===== config.mk =====
export PLATFORM = sky130hd
export DESIGN_NAME = seven_segment_scan_controller
export DESIGN_NICKNAME = d
export VERILOG_FILES = /design/src/rtl/seven_segment_scan_controller_pkg.sv /design/src/rtl/seven_segment_scan_controller_dec.sv /design/src/rtl/seven_segment_scan_controller.sv
export SDC_FILE = /design/constraint.sdc
export NUM_CORES = 1
export LEC_CHECK = 0
export ABC_CLOCK_PERIOD_IN_PS = 3800
export BUFFER_PORTS_ARGS = -buffer_cell sky130_fd_sc_hd__buf_2
export CAP_MARGIN = 20
export CORE_MARGIN = 5
export CORE_UTILIZATION = 40
export DETAILED_ROUTE_END_ITERATION = 16
export GPL_TIMING_DRIVEN = 1
export PLACE_DENSITY = 0.71
export SYNTH_ARGS = -nofsm -noshare
export SYNTH_HDL_FRONTEND = slang
export SYNTH_SLANG_ARGS = --single-unit

===== constraint.sdc =====
create_clock -name clk -period 3.8 [get_ports clk]
set_input_delay 0.19 -clock clk [delete_from_list [all_inputs] [get_ports clk]]
set_output_delay 0.19 -clock clk [all_outputs]
set_load 0.05 [all_outputs]

===== src/rtl/seven_segment_scan_controller_pkg.sv =====
// Shared definitions for the MM:SS seven-segment scan controller:
// FSM encoding, digit slot indices and segment constants.
package seven_segment_scan_controller_pkg;

    typedef enum logic [1:0] {
        IDLE  = 2'd0,
        BLANK = 2'd1,
        SHOW  = 2'd2
    } scan_state_e;

    localparam logic [1:0] DIG_SU = 2'd0;
    localparam logic [1:0] DIG_ST = 2'd1;
    localparam logic [1:0] DIG_MU = 2'd2;
    localparam logic [1:0] DIG_MT = 2'd3;

    localparam logic [6:0] SEG_OFF_DEFAULT = 7'b1111111;
    localparam logic [3:0] BCD_MAX         = 4'd9;

endpackage


===== src/rtl/seven_segment_scan_controller_dec.sv =====
// BCD to active-low seven-segment decoder, bit0 = segment a ... bit6 = segment g.
// Codes above 9 produce an all-dark pattern.
module SevenSegmentsDecoder (
    input  logic [3:0] bcd,
    output logic [6:0] seg
);

    always_comb begin
        seg = 7'b1111111;
        unique case (bcd)
            4'd0:    seg = 7'b1000000;
            4'd1:    seg = 7'b1111001;
            4'd2:    seg = 7'b0100100;
            4'd3:    seg = 7'b0110000;
            4'd4:    seg = 7'b0011001;
            4'd5:    seg = 7'b0010010;
            4'd6:    seg = 7'b0000010;
            4'd7:    seg = 7'b1111000;
            4'd8:    seg = 7'b0000000;
            4'd9:    seg = 7'b0010000;
            default: seg = 7'b1111111;
        endcase
    end

endmodule


===== src/rtl/seven_segment_scan_controller.sv =====
// Time-multiplexed 4-digit scan: one shared decoder, a blank gap before every
// digit, and a per-frame snapshot so a frame never mixes two different times.
module seven_segment_scan_controller
    import seven_segment_scan_controller_pkg::*;
#(
    parameter int         DIGIT_TICKS = 50000,
    parameter int         BLANK_TICKS = 500,
    parameter logic [6:0] SEG_OFF     = SEG_OFF_DEFAULT
) (
    input  logic       clk,
    input  logic       rst_n,
    input  logic       enable,
    input  logic       blank_leading_zero,
    input  logic [3:0] second_unit,
    input  logic [3:0] second_tens,
    input  logic [3:0] minute_unit,
    input  logic [3:0] minute_tens,
    output logic [6:0] seg_out,
    output logic [3:0] digit_en,
    output logic       frame_done
);

    localparam int MAX_TICKS = (DIGIT_TICKS > BLANK_TICKS) ? DIGIT_TICKS : BLANK_TICKS;
    localparam int CNT_W     = $clog2(MAX_TICKS) + 1;
    localparam logic [CNT_W-1:0] DIGIT_LAST = CNT_W'(DIGIT_TICKS - 1);
    localparam logic [CNT_W-1:0] BLANK_LAST = CNT_W'(BLANK_TICKS - 1);

    scan_state_e      state_q, state_d;
    logic [1:0]       idx_q, idx_d;
    logic [CNT_W-1:0] cnt_q, cnt_d;
    logic [15:0]      snap_q, snap_d;
    logic [6:0]       seg_q, seg_d;
    logic [3:0]       en_q, en_d;
    logic             fd_q, fd_d;

    logic [3:0] cur_bcd;
    logic [6:0] dec_seg;
    logic       lz_blank;

    // idx only moves on SHOW exit, so idx_q already names the slot being entered
    assign cur_bcd  = snap_q[{idx_q, 2'b00} +: 4];
    assign lz_blank = blank_leading_zero && (snap_q[15:12] == 4'd0);

    SevenSegmentsDecoder u_dec (
        .bcd (cur_bcd),
        .seg (dec_seg)
    );

    always_comb begin
        state_d = state_q;
        idx_d   = idx_q;
        cnt_d   = cnt_q;
        snap_d  = snap_q;
        unique case (state_q)
            IDLE: begin
                idx_d = DIG_SU;
                cnt_d = '0;
                if (enable) state_d = BLANK;
            end
            BLANK: begin
                if (cnt_q == BLANK_LAST) begin
                    state_d = SHOW;
                    cnt_d   = '0;
                end else begin
                    cnt_d = cnt_q + 1'b1;
                end
            end
            SHOW: begin
                if (cnt_q == DIGIT_LAST) begin
                    state_d = BLANK;
                    cnt_d   = '0;
                    idx_d   = idx_q + 2'd1;
                end else begin
                    cnt_d = cnt_q + 1'b1;
                end
            end
            default: state_d = IDLE;
        endcase

        if (!enable) begin
            state_d = IDLE;
            idx_d   = DIG_SU;
            cnt_d   = '0;
        end

        if (state_d == BLANK && state_q != BLANK && idx_d == DIG_SU)
            snap_d = {minute_tens, minute_unit, second_tens, second_unit};

        // Outputs follow the next state so they land on the same edge as it
        en_d = 4'b1111;
        seg_d = SEG_OFF;
        fd_d = 1'b0;
        if (state_d == SHOW) begin
            fd_d = (idx_d == DIG_MT) && (cnt_d == DIGIT_LAST);
            if (!(idx_d == DIG_MT && lz_blank)) begin
                en_d[idx_d] = 1'b0;
                seg_d = (cur_bcd > BCD_MAX) ? SEG_OFF : dec_seg;
            end
        end
    end

    always_ff @(posedge clk) begin
        if (!rst_n) begin
            state_q <= IDLE;
            idx_q   <= DIG_SU;
            cnt_q   <= '0;
            snap_q  <= '0;
            seg_q   <= SEG_OFF;
            en_q    <= 4'b1111;
            fd_q    <= 1'b0;
        end else begin
            state_q <= state_d;
            idx_q   <= idx_d;
            cnt_q   <= cnt_d;
            snap_q  <= snap_d;
            seg_q   <= seg_d;
            en_q    <= en_d;
            fd_q    <= fd_d;
        end
    end

    assign seg_out    = seg_q;
    assign digit_en   = en_q;
    assign frame_done = fd_q;

endmodule


After elaboration in Yosys (flattened, before gate mapping). Memory sizes are Yosys's and may differ from the RTL's. A register that Yosys moved wholly into a read port is not among the register bits. Index checks and enable logic that the tools add are counted.

Bits in registers: 42. ROM bits: 112. Bits of input ports: 20. Output and inout bits: 12. Memories: 1.

Add/subtract/negate cells: 2. $lt $le $gt $ge: 3. Equality and inequality tests: 9. Shift-type cells: 1. Muxes and demuxes: 13. Bitwise logic cells: 3. Reductions and logical operators: 12.

Memory list: (no name shown) (depth 16, width 7, rd ports 1, clocked after Yosys merged registers in 1, wr ports 0, RTL line seven_segment_scan_controller_dec.sv:10) `unique case (bcd)`.

Operator list (count): 2-to-1 mux 17 bit (3); one-hot mux 17 bit (3 select lines) (1); == test 17 x 16 -> 1 bit (second input constant) (2); adder 17 x 1 -> 17 bit (second input constant) (1); == test 17 x 9 -> 1 bit (second input constant) (1); variable part select 16 x 5 -> 4 bit (1); 2-to-1 mux 2 bit (5); == test 2 bit (second input constant) (3); logical AND 1 bit (6); one-hot mux 2 bit (3 select lines) (1); == test 2 x 1 -> 1 bit (second input constant) (2); > comparator 4 bit (second input constant) (1); logical NOT 2 bit (2); logical NOT 4 bit (1); inverter 4 bit (1); one-hot mux 2 bit (2 select lines) (1); OR reduction 4 bit (1); < comparator 2 x 3 -> 1 bit (second input constant) (1); OR reduction 3 bit (1); adder 2 x 1 -> 2 bit (second input constant) (1); demux 1 bit (select 2 bit) (1); greater-or-equal comparator 2 x 1 -> 1 bit (second input constant) (1); != test 2 x 1 -> 1 bit (second input constant) (1); inverter 1 bit (2); 2 further kinds (2).

Depth between registers and ports, before layout. Gate-level depths: netlist of run 1.

Depth in word-level cells: 9. Mapped depth: 10. Depth with buffers taken out: 8.

Hierarchy. Synthesis of run 1 repeated with hierarchy kept, for this count alone.

Cell total of the unflattened synthesis: 285. Area, all modules: 2477.4 µm².

Modules (own cells, without submodules): seven_segment_scan_controller (times used 1, cells an instance 252, area each 2267.2 µm², sequential area each 980.9 µm²); SevenSegmentsDecoder (times used 1, cells an instance 33, area each 210.2 µm², sequential area each 0.0 µm²).

Worst setup path before layout of run 1. No wires, ideal clock.

Kind: reg2reg. From: reg cnt_q[0]. To: reg snap_q[10]. Library setup time: 0.116 ns. Data arrival time: 2.549 ns. Data required time: 3.684 ns. Slack: 1.135 ns. Stages on the path, launching flop included: 11. Path buffers: 3. Cell sequence: dfxtp_1 ha_1 or4b_1 or4_1 clkbuf_2 o31ai_1 and3_1 buf_4 buf_8 mux2i_1 nor2b_1.

Cells in the longest elaborated chain, start to end: 7.

RTL lines: from (decl) (RTL line seven_segment_scan_controller.sv:30) `logic [CNT_W-1:0] cnt_q, cnt_d;`; from (signal assigned) (RTL line seven_segment_scan_controller.sv:114) `cnt_q <= cnt_d;`; == test 17 x 16 -> 1 bit or == test 17 x 9 -> 1 bit (tied branches) (RTL line seven_segment_scan_controller.sv:69, seven_segment_scan_controller.sv:61); 2-to-1 mux 2 bit, on equally long branches (RTL line seven_segment_scan_controller.sv:69, seven_segment_scan_controller.sv:61); one-hot mux 2 bit (3 select lines) (RTL line seven_segment_scan_controller.sv:54) `unique case (state_q)`; 2-to-1 mux 2 bit (RTL line seven_segment_scan_controller.sv:80) `if (!enable) begin`; == test 2 x 1 -> 1 bit (RTL line seven_segment_scan_controller.sv:86) `if (state_d == BLANK && state_q != BLANK && idx_d == DIG_SU)`; logical AND 1 bit (RTL line seven_segment_scan_controller.sv:86); logical AND 1 bit * (RTL line seven_segment_scan_controller.sv:86); to (signal assigned) (RTL line seven_segment_scan_controller.sv:115) `snap_q <= snap_d;`; to (decl) (RTL line seven_segment_scan_controller.sv:31) `logic [15:0] snap_q, snap_d;`.

Mark *: on every way between the ends. The rest lies on a longest branch, timed or not. A chain may end at the register's enable or synchronous reset.

Worst setup path after layout of run 1.
From: reg cnt_q[0]. To: reg seg_q[0], in the netlist seg_out[0].

Cells in the longest elaborated chain, start to end: 7.

RTL lines: == test 17 x 16 -> 1 bit or == test 17 x 9 -> 1 bit (tied branches) (RTL line seven_segment_scan_controller.sv:69, seven_segment_scan_controller.sv:61); 2-to-1 mux 2 bit, on equally long branches (RTL line seven_segment_scan_controller.sv:69, seven_segment_scan_controller.sv:61); one-hot mux 2 bit (3 select lines) or one-hot mux 2 bit (2 select lines) (tied branches) (RTL line seven_segment_scan_controller.sv:54); 2-to-1 mux 2 bit (RTL line seven_segment_scan_controller.sv:80); == test 2 bit, on equally long branches (RTL line seven_segment_scan_controller.sv:93, seven_segment_scan_controller.sv:95); inverter 1 bit (no source line) or logical AND 1 bit (tied branches); OR reduction 4 bit (no source line) *; to (decl) (RTL line seven_segment_scan_controller.sv:32) `logic [6:0] seg_q, seg_d;`.

Marks and branches as above.

==> results of run 1 <==
[power by group through the flow]
| stage | Sequential, mW | Combinational (mW) | Clock, mW |
|---|---|---|---|
| CTS | 0.532 | 0.0725 | 0.313 |
| global route | 0.534 | 0.0811 | 0.338 |
| global placement | 0.544 | 0.0704 | 0 |
| finish | 0.533 | 0.0726 | 0.303 |
| floorplan | 0.541 | 0.0555 | 0 |
| detailed placement | 0.544 | 0.0724 | 0 |
[cell usage in the layout (no fill, tap or decap), types with 2 or more instances in the layout]
cell type and n:
xor2_1 9, a21oi_1 8, nor4b_1 2, nor2_1 31, clkbuf_8 5, dfxtp_1 49, a21o_1 2, nor3_1 2
o21ai_0 11, nand2_1 15, clkinvlp_4 2, and2_1 7, a21boi_0 2, nand4b_1 2, nor4_1 2, buf_2 31
nand4_1 7, nand2b_1 2, mux4_2 4, mux2i_1 17, a22oi_1 2, nand3_1 10, ha_1 6, buf_4 2
and3_1 6, a211oi_1 2, nor2b_1 21, o31a_1 2, xnor2_1 7, and4_1 6, inv_1 12
[stage by stage]
stage	setup WS [ns]	power, mW	cell area [sq um]	utilization	std cells
CTS	0.813	0.918	2840	0.450	385
global route	0.598	0.953	2840	0.450	385
global placement	0.990	0.614	2760	0.436	377
finish	0.808	0.908	2840	0.450	385
floorplan	1.13	0.596	2580	-	286
detailed placement	0.816	0.617	2760	0.436	377
[cell families (layout without fill, tap and decap cells)]
group,count (synthesis),in the layout,synth area share
mux,22,22,0.105
flops,49,49,0.380
compound gates,39,39,0.110
simple gates,123,123,0.269
xor+xnor,16,16,0.0543
buf+inv,31,53,0.0529
fa+ha+maj,6,6,0.0291
[registers in the layout (all words and copies together), names as in the netlist]
signal and count:
digit_en 4, state_q 2, seg_out 7, snap_q 16, cnt_q 17, frame_done 1, idx_q 2
[per-layer routing]
layer | vias up | global-route usage | part of all wire
met5 | - | 0 | 0
li1 | 1042 | - | -
met3 | 2 | 0.0292 | 0.042
met1 | 940 | 0.192 | 0.51
met4 | 0 | 0.0323 | 0.0056
met2 | 49 | 0.201 | 0.44
[worst max-delay path: cells and delay by family (launching register included)]
kind	cells	cell delay (ns)
AO/OA/AOI/OAI	4	1.05
adder cells (fa/ha/maj)	1	0.27
flip-flops	1	0.45
AND/OR/NAND/NOR	2	1.08
[path summary, 6_finish.rpt]
path	from	to	cells past startpoint
worst min register to register	snap_q[3]$_SDFFE_PN0P_	snap_q[3]$_SDFFE_PN0P_	2
worst max-delay path	cnt_q[0]$_SDFF_PN0_	seg_out[0]$_SDFF_PP1_	7
worst max register to register	cnt_q[0]$_SDFF_PN0_	seg_out[0]$_SDFF_PP1_	7
worst min-delay path	second_unit[3]	snap_q[3]$_SDFFE_PN0P_	3
[area by class of cell]
class                      instances  area (sq um)  share of cell area
inverter                          12          45.0              0.0158
tap                               77          96.3              0.0339
clock inverter                     2          15.0             0.00528
multi-input combinational        206          1460               0.515
sequential                        49           981               0.345
timing repair buffer              33           170              0.0599
clock buffer                       6          72.6              0.0255
==> flow_summary.ini, run 1 <==
[synth]
ys_warn_count = 0
synthesis.nets = 312
yosys.area.top_type_share = 0.380
ys_seq_area_frac = 0.380
synthArstFlopShare = 0
synth_ff_type = dfxtp_1
synthMostInstantiatedCell = dfxtp_1
yosysUniqueCellTypes = 53
ys_ff_latch = 49
synth_common_cells = 49 x dfxtp_1, 31 x nor2_1, 21 x nor2b_1
synth_largest_area_cell = dfxtp_1
syn_area_sq_um = 2580
avgSynthCellArea_sq_um = 9.02
synth_edf_count = 0
synthTopCellsByArea = dfxtp_1 38%, mux2i_1 6.6%, nor2b_1 5.1%
synth_cells = 286

[cells_and_area]
fill_cells = 604
nets = 333
synthToLayoutAreaGrowth_pct = 10.2
n_antenna_cell = 0
drive_gt1_frac = 0.166

[worst_setup_path]
crit_path_frequent_cell = o21ai_0
crit_path_max_fanout = 8
crit_type = reg2reg
cp-end-kind = flip-flop
cpPeakStageDelay_ns = 0.62
cp.arrival_ns = 3.15
path_cells = ha_1 > or4b_1 > or4_1 > o21ai_0 > a21oi_4 > a311oi_4 > o21ai_0
crit_path_top_delay_cell = or4_1
cp.required_ns = 3.96
cp-start-kind = flip-flop
rrSetupSlack_ns = 0.81

[grt]
overflow = 0
grt_pass1_wl_microns = 9190
grt_max_degree = 21
antenna_found_initial = 0
grt.total_usage = 0.133
grt_pass1_vias = 1942

[power]
p_int_mw = 0.690
cellPowerDensity_nw_per_um2 = 319
ir_drop_mv = 0.175
p_clk_frac = 0.333
p_leak_nw = 1.01
sw_frac_of_total = 0.240
power.switching_mw = 0.218
p_comb_frac = 0.080
seq_power_share = 0.587

[clock_tree]
cts_hold_buf = 0
clockRootBuffer = clkbuf_8
insertion_delay_ns = 0.29
cts_resized = 0
clk_pin_slew_ns = 0.09
htree_levels = 2
cts_tree = yes
cts_sinks = 49
max-clock-path-buffers = 2
numCtsBuffers = 5
post_cts_buffers = 0

[sta]
worst_pin_slew_ns = 0.577
hold_viol = 0
clock_skew_ns = 0.00781
slew_violations = 0
relSlewSlack = 0.611
rsz0062_at_grt = no
fin_crit_ns = 2.99
holdWs_ns = 0.146
setup_tns_ns = 0
post-route-period-util = 0.787
setup_viol = 0
clock.fmax_mhz = 334

[status]
status = completed

[floorplan]
io_pins = 32
die_h_microns = 90.3
rows = 29
initial_core_util = 0.409
coreArea_sq_um = 6310
die-area_sq_um = 8160
die_w_microns = 90.3

[route]
viasPerCell = 5.28
ant_nets = 0
wirelength_microns = 5380
drt-initial-drc-count = 127
first_pass_iters = 5
wl_per_cell_microns = 14.0
vias = 2033
drc = 0

[flow_run]
cap_viol_max_count = 0

[placed_design]
dpl.hpwl_microns = 3930
io_buffers = 31
place_congestion = 0.912

[worst_hold_path]
hp-class = in2reg
Power figures use the tool's default switching activity.
==> run 2: changes to the inputs <==
- ABC_CLOCK_PERIOD_IN_PS: 3800 -> 2550
- PLACE_DENSITY: 0.71 -> 0.73
- clock period: 3.8 -> 2.55 ns (I/O delays scaled with it)
==> flow_summary.ini, run 2 (synthesis results as in run 1) <==
[worst_setup_path]
crit_path_top_delay_cell = or4_4
cp-start-kind = flip-flop
path_cells = ha_4 > or4b_1 > or4_4 > o31ai_2 > and3_1 > buf_12 > mux2i_1 > nor2b_1
crit_type = reg2reg
cp.required_ns = 2.74
cp_top_family = simple AND/OR/NAND/NOR gates
cp-end-kind = flip-flop
crit_buf_inv = 1
cpPeakStageDelay_ns = 0.50
cp.arrival_ns = 2.65
r2r_cells = 8
crit_path_max_fanout = 16
cp_num_cells = 8

[grt]
met2_usage = 0.219
overflow = 0
grt_pass1_wl_microns = 9380
grt_max_degree = 21
grt.total_usage = 0.136
grt_pass1_vias = 2032
gr-usage-met1 = 0.183
busiest_layer = met2
antenna_found_initial = 0
grt_use_met3 = 0.0283

[sta]
worst_pin_slew_ns = 0.579
relSlewSlack = 0.610
holdWs_ns = 0.0782
clock_skew_ns = 0.0127
clock.fmax_mhz = 406
post-route-period-util = 0.965
setup_viol = 0
fin_crit_ns = 2.46
hold_viol = 0
slew_violations = 0

[power]
p_leak_nw = 1.14
p_int_mw = 1.03
sw_frac_of_total = 0.241
seq_power_share = 0.582
p_comb_frac = 0.086
total_power_mw = 1.36
cellPowerDensity_nw_per_um2 = 445
power.switching_mw = 0.327
p_clk_frac = 0.333
ir_drop_mv = 0.335

[route]
ant_nets = 0
first_pass_iters = 4
drt-initial-drc-count = 134
viasPerCell = 5.23
wirelength_microns = 5660
wl_per_cell_microns = 13.9
drc = 0
vias = 2128

[floorplan]
initial_core_util = 0.409
die_w_microns = 90.3
die_h_microns = 90.3
rows = 29
io_pins = 32
die-area_sq_um = 8160
coreArea_sq_um = 6310

[cells_and_area]
largest_register = cnt_q
multi_input_area_sq_um = 1500
n_antenna_cell = 0
final_cell_mix = 46 x dfxtp_1, 31 x buf_2, 30 x nor2_1
nets = 355
final_common_cell = dfxtp_1
regArea_sq_um = 985
fill_cells = 609
stdcell_area_sq_um = 3060
drive_gt1_frac = 0.248
largest_reg_flops = 17
synthToLayoutAreaGrowth_pct = 18.5

[clock_tree]
cts_tree = yes
numCtsBuffers = 5
max-clock-path-buffers = 2
post_cts_buffers = 0
insertion_delay_ns = 0.30
clk_pin_slew_ns = 0.10
cts_hold_buf = 0
htree_levels = 2
clockRootBuffer = clkbuf_8
cts_sinks = 49

[placed_design]
place_area_sq_um = 2950
dpl.hpwl_microns = 4200
place_congestion = 0.943
io_buffers = 31

[worst_hold_path]
hold-path-cell-count = 3
hp-class = in2reg

[flow_run]
cap_viol_max_count = 0

[status]
status = completed
-- run 2: cell type report --
type,instances,area share
Multi-Input combinational cell,206,0.489
Sequential cell,49,0.322
Timing Repair Buffer,55,0.114
Tap cell,77,0.0315
Clock buffer,6,0.0237
Inverter,12,0.0147
Clock inverter,2,0.00491
-- run 2: worst paths after layout --
path,start,to,slack (ns)
setup / recovery,cnt_q[1]$_SDFF_PN0_,snap_q[5]$_SDFFE_PN0P_,0.09
hold / removal,minute_tens[3],snap_q[15]$_SDFFE_PN0P_,0.08
setup reg to reg,cnt_q[1]$_SDFF_PN0_,snap_q[5]$_SDFFE_PN0P_,0.09
hold reg to reg,snap_q[5]$_SDFFE_PN0P_,snap_q[5]$_SDFFE_PN0P_,0.53
-- run 2: repair_timing --
item	in CTS	in global routing
pin swaps	0	2
setup endpoints to repair	23	22
resized for setup	2	6
cloned	0	0
-- run 2: stage by stage --
stage | setup TNS [ns] | worst slack, ns | utilization | cells
finish | 0 | 0.0897 | 0.484 | 407
global route | -0.171 | -0.0379 | 0.484 | 407
CTS | 0 | 0.0283 | 0.481 | 407
detailed placement | -1.43 | -0.169 | 0.467 | 399
global placement | -0.120 | -0.0349 | 0.467 | 399
floorplan | 0 | 0.0121 | - | 286
-- run 2: power by group through the flow --
stage / combinational (mW) / sequential [mW] / clock, mW
2_1_floorplan: 0.0837 / 0.806 / 0
3_3_place_gp: 0.113 / 0.808 / 0
3_5_place_dp: 0.116 / 0.809 / 0
4_1_cts: 0.117 / 0.791 / 0.470
5_1_grt: 0.128 / 0.793 / 0.507
6_report: 0.117 / 0.791 / 0.452
-- run 2: worst reg2reg max path: stages, from the launching register on --
cell,delay (ns)
dfxtp_2,0.36
ha_4,0.13
or4b_1,0.47
or4_4,0.50
o31ai_2,0.23
and3_1,0.24
buf_12,0.18
mux2i_1,0.19
nor2b_1,0.06
-- run 2: layer usage --
layer  vias to the layer above  part of all wire
met5                         -                 0
met4                         0            0.0088
met3                         4             0.033
met2                        41              0.48
met1                      1005              0.47
li1                       1078                 -
